File: src/rtl/iob_rom_streamer.sv
// Streams len consecutive ROM words, starting at a given address, onto a
// valid/ready output. A 2-entry skid FIFO absorbs the ROM's one-cycle read latency.
module iob_rom_streamer #(
  parameter int ADDR_W = 10,
  parameter int DATA_W = 32,
  parameter int LEN_W  = ADDR_W + 1
) (
  input  logic              clk_i,
  input  logic              arst_n_i,
  input  logic              start_i,
  input  logic [ADDR_W-1:0] start_addr_i,
  input  logic [LEN_W-1:0]  len_i,
  input  logic              abort_i,
  output logic              busy_o,
  output logic              done_o,
  output logic              rom_en_o,
  output logic [ADDR_W-1:0] rom_addr_o,
  input  logic [DATA_W-1:0] rom_r_data_i,
  output logic              m_valid_o,
  output logic [DATA_W-1:0] m_data_o,
  input  logic              m_ready_i
);

  typedef enum logic [1:0] {IDLE, READ, DRAIN} state_t;

  state_t              state;
  logic [ADDR_W-1:0]   addr;
  logic [LEN_W-1:0]    remaining;
  logic                inflight;
  logic                done;
  logic [DATA_W-1:0]   fifo_mem [2];
  logic                wr_ptr;
  logic                rd_ptr;
  logic [1:0]          count;

  logic                pop;
  logic                issue;
  logic [2:0]          credit_used;

  // Occupancy the FIFO will hold after this edge, counting the read in flight.
  assign pop         = (count != 2'd0) && m_ready_i;
  assign credit_used = {1'b0, count} + {2'b00, inflight} - {2'b00, pop};
  assign issue       = (state == READ) && (remaining != '0) && (credit_used < 3'd2);

  assign busy_o     = (state != IDLE);
  assign done_o     = done;
  assign rom_en_o   = issue;
  assign rom_addr_o = issue ? addr : '0;
  assign m_valid_o  = (count != 2'd0);
  assign m_data_o   = m_valid_o ? fifo_mem[rd_ptr] : '0;

  always_ff @(posedge clk_i or negedge arst_n_i) begin
    if (!arst_n_i) begin
      state     <= IDLE;
      addr      <= '0;
      remaining <= '0;
      inflight  <= 1'b0;
      done      <= 1'b0;
      wr_ptr    <= 1'b0;
      rd_ptr    <= 1'b0;
      count     <= 2'd0;
    end else begin
      done <= 1'b0;
      if (busy_o && abort_i) begin
        // Abort flushes everything, including the read whose data arrives next cycle.
        state     <= IDLE;
        addr      <= '0;
        remaining <= '0;
        inflight  <= 1'b0;
        wr_ptr    <= 1'b0;
        rd_ptr    <= 1'b0;
        count     <= 2'd0;
      end else begin
        case (state)
          IDLE: begin
            if (start_i) begin
              if (len_i != '0) begin
                state     <= READ;
                addr      <= start_addr_i;
                remaining <= len_i;
              end else begin
                done <= 1'b1;
              end
            end
          end
          READ: begin
            if (issue && (remaining == LEN_W'(1))) state <= DRAIN;
          end
          DRAIN: begin
            if (pop && (count == 2'd1) && !inflight) begin
              state <= IDLE;
              done  <= 1'b1;
            end
          end
          default: state <= IDLE;
        endcase

        inflight <= issue;
        if (issue) begin
          addr      <= addr + ADDR_W'(1);
          remaining <= remaining - LEN_W'(1);
        end
        if (inflight) wr_ptr <= ~wr_ptr;
        if (pop)      rd_ptr <= ~rd_ptr;
        count <= count + {1'b0, inflight} - {1'b0, pop};
      end
    end
  end

  // NOTE: FIFO storage has no reset; emptiness is tracked by count and the
  // output is masked to zero while empty, so stale contents are never visible.
  always_ff @(posedge clk_i) begin
    if (inflight) fifo_mem[wr_ptr] <= rom_r_data_i;
  end

endmodule
File: config.mk
export PLATFORM = sky130hd
export DESIGN_NAME = iob_rom_streamer
export DESIGN_NICKNAME = d
export VERILOG_FILES = /design/src/rtl/iob_rom_streamer.sv
export SDC_FILE = /design/constraint.sdc
export NUM_CORES = 1
export LEC_CHECK = 0
export ABC_AREA = 1
export CELL_PAD_IN_SITES_DETAIL_PLACEMENT = 0
export CELL_PAD_IN_SITES_GLOBAL_PLACEMENT = 2
export CORE_MARGIN = 8
export CORE_UTILIZATION = 30
export DETAILED_ROUTE_END_ITERATION = 10
export PLACE_DENSITY = 0.77
export REMOVE_ABC_BUFFERS = 1
export SLEW_MARGIN = 25
export SYNTH_ARGS = -nofsm -noshare
export SYNTH_HDL_FRONTEND = slang
export SYNTH_SLANG_ARGS = --single-unit
File: constraint.sdc
create_clock -name clk_i -period 4.1 [get_ports clk_i]
set_input_delay 0.615 -clock clk_i [delete_from_list [all_inputs] [get_ports clk_i]]
set_output_delay 0.615 -clock clk_i [all_outputs]
set_load 0.005 [all_outputs]
==> flow_summary.json <==
{
  "outcome": "finished clean",
  "tns_ns": 0,
  "maxCapViolCount": 0,
  "numClockSinks": 93,
  "hold_viol": 0,
  "fin_area_um2": 6210,
  "die_area_um2": 19800,
  "r2r-start": "count[1]",
  "hold_path.class": "primary input to async pin",
  "rsz0062_at_grt": "false",
  "worst_r2r_path_depth": 15,
  "r2r_slack_ns": 1.10,
  "path_max_fanout": 4,
  "dieHeight_um": 141,
  "clock_skew_ns": 0.00778,
  "synth_largest_area_cell": "edfxtp_1",
  "vias": 3635,
  "arrival_ns": 3.26,
  "synth_top_area_share_pct": 41.2,
  "fin_crit_ns": 3.88,
  "crit_required_ns": 3.48,
  "crit_buf_inv": 7,
  "relSlewSlack_pct": 35.6,
  "cts-buffers-inserted": 9,
  "cpMostUsedCell": "inv_1",
  "antenna_found_initial": 0,
  "ant_nets": 0,
  "coreArea_um2": 15200,
  "dp_hpwl_um": 8350,
  "final_common_cell": "nand2_1",
  "viasPerCell": 4.41,
  "synth_cell_types": 31,
  "ys_seq_area_share_pct": 56.7,
  "start_kind": "primary input",
  "end_kind": "output pin",
  "avgSynthCellArea_um2": 8.87,
  "mostFrequentLayoutCells": "nand2_1, clkdlybuf4s50_1, edfxtp_1, inv_1, a21oi_1",
  "synthesis.area_um2": 4670,
  "ir_drop_mv": 0.266,
  "pin_count": 104,
  "utilization_pct": 40.9,
  "routabilityCongestion": 0.726,
  "track_usage_pct": 12.0,
  "fillers": 1533,
  "critPathKind": "primary input to output pin",
  "critical_path.top_delay_family": "buffers and inverters",
  "period_share_pct": 94.6,
  "final_net_count": 694,
  "slowest_delay_ns": 0.56,
  "r2r_end": "remaining[9]",
  "die_w_um": 141,
  "drive_gt1_share_pct": 9.28,
  "grt_overflow_total": 0,
  "pwr_density_cell_nw_per_um2": 694,
  "drt_pass1_iterations": 4,
  "final_max_slew_viol_count": 0,
  "hold_buffers": 0,
  "fmax_mhz": 258,
  "cts.path.max_buffers": 2,
  "post_drt_wl_per_cell_um": 14.3,
  "yosys_warnings": 0,
  "synth-seq-cells": 93,
  "grt_pass1_vias": 3654,
  "cp_cell_sequence": "clkdlybuf4s50_1 -> inv_1 -> nor2_4 -> xor2_1 -> inv_1 -> ha_1 -> inv_1 -> fa_2 -> nand2_2 -> nor2_4 -> buf_4 -> nand3_1 -> inv_1 -> clkdlybuf4s50_1",
  "cts_max_level": 3,
  "row_count": 45,
  "antennaDiodeCount": 0,
  "drt_iter0_markers": 145,
  "post-route-drc-count": 0,
  "ctsRootBufferMaster": "clkbuf_16",
  "tightest_slew_ns": 0.959,
  "cpMaxStageDelayCell": "fa_2",
  "grt_pass1_wl_um": 18800,
  "synthCells": 526,
  "drt_wl_total_um": 11800,
  "clk_pin_slew_ns": 0.07,
  "grt_max_degree": 35,
  "dpl_cell_area_um2": 5890,
  "cts_tree": "done",
  "insertion_delay_ns": 0.34,
  "syn_to_final_growth_pct": 33.0,
  "synth.top_cells.by_area": "edfxtp_1, nand2_1, dfrtp_1, inv_1, a21oi_1",
  "initial_core_util_pct": 30.7,
  "finalSetupViolCount": 0,
  "power_leakage_uw": 0.00264,
  "portBuffers": 103
}
routing by layer:
metal  track usage (%)  share of wire (%)  vias up
met3              3.07                5.8       10
li1                  -                  -     1880
met2              19.8                 46       84
met1              15.0                 47     1661
met4              3.85                1.0        0
met5                 0                  0        -
report_power, final:
| part | switching (uW) | internal, uW | total [uW] | leakage [uW] |
|---|---|---|---|---|
| combinational | 1210 | 875 | 2090 | 0.00154 |
| sequential | 164 | 1210 | 1370 | 0.000949 |
| clock | 365 | 482 | 847 | 0.000152 |
how the worst max path moves through the flow:
| stage | startpoint | to | slack (ns) | cells after the start |
|---|---|---|---|---|
| 2_1_floorplan | count[1] | rom_addr_o[1] | 0.12 | 11 |
| 3_3_place_gp | m_ready_i | rom_addr_o[4] | 0.11 | 13 |
| 3_5_place_dp | m_ready_i | rom_addr_o[8] | 0.08 | 13 |
| 4_1_cts | m_ready_i | rom_addr_o[8] | 0.05 | 13 |
| 5_1_grt | m_ready_i | rom_addr_o[0] | 0.0002 | 14 |
| 6_report | m_ready_i | rom_addr_o[0] | 0.22 | 14 |
kinds of logic after synthesis:
group / after synthesis / share of synthesized area [%]
AND/OR/NAND/NOR: 299 / 27.0
buffers and inverters: 70 / 6.86
flip-flops: 93 / 56.7
AO/OA/AOI/OAI: 48 / 5.90
adder cells (fa/ha/maj): 5 / 1.50
XOR/XNOR: 11 / 2.06
area by class of cell:
class	instances	area (um2)	area share [%]
clock buffers	9	225	3.63
clock inverters	7	81.3	1.31
inverters	51	191	3.08
multi-input cells	363	1730	27.8
flip-flops and latches	93	2650	42.6
well taps	188	235	3.79
repair buffers	113	1100	17.7
flip-flops by register name, summed over array words and instances, names as in the netlist:
name       cells
fifo_mem      64
remaining     11
addr          10
count          2
state          2
done_o         1
inflight       1
rd_ptr         1
wr_ptr         1
worst reg2reg max path, delay by kind of cell, from the launching register on:
kind / cells / cell delay (ns)
XOR/XNOR: 1 / 0.15
adder cells (fa/ha/maj): 2 / 0.63
buffers and inverters: 4 / 0.74
flip-flops: 1 / 0.50
AND/OR/NAND/NOR: 8 / 0.89
synth_stat cells (all sizes together):
| cell | instances |
|---|---|
| edfxtp | 64 |
| ha | 4 |
| nand3 | 13 |
| clkbuf | 10 |
| nor2 | 47 |
| o22ai | 1 |
| xnor2 | 3 |
| xor2 | 8 |
| a21oi | 36 |
| inv | 50 |
| nor3 | 2 |
| o21ai | 11 |
| clkinv | 1 |
| nand2 | 232 |
| buf | 9 |
| nand4 | 5 |
| fa | 1 |
| dfrtp | 29 |
what timing repair did:
item | 4_1_cts | 5_1_grt
buffers inserted | 0 | 0
gates resized for setup | 0 | 4
setup endpoints to repair | 0 | 10
hold endpoints to repair | 0 | 0
per-stage QoR:
step                      setup WS (ns)  hold slack [ns]  instances  total power [uW]
after floorplan                   0.122            0.319        507              2560
after global placement            0.114            0.489        808              3490
after detailed placement         0.0758            0.487        808              3500
after CTS                        0.0495            0.508        824              4370
after global routing           0.000236            0.245        824              4670
final                             0.221            0.226        824              4310
(Power assumes the default switching activity.)
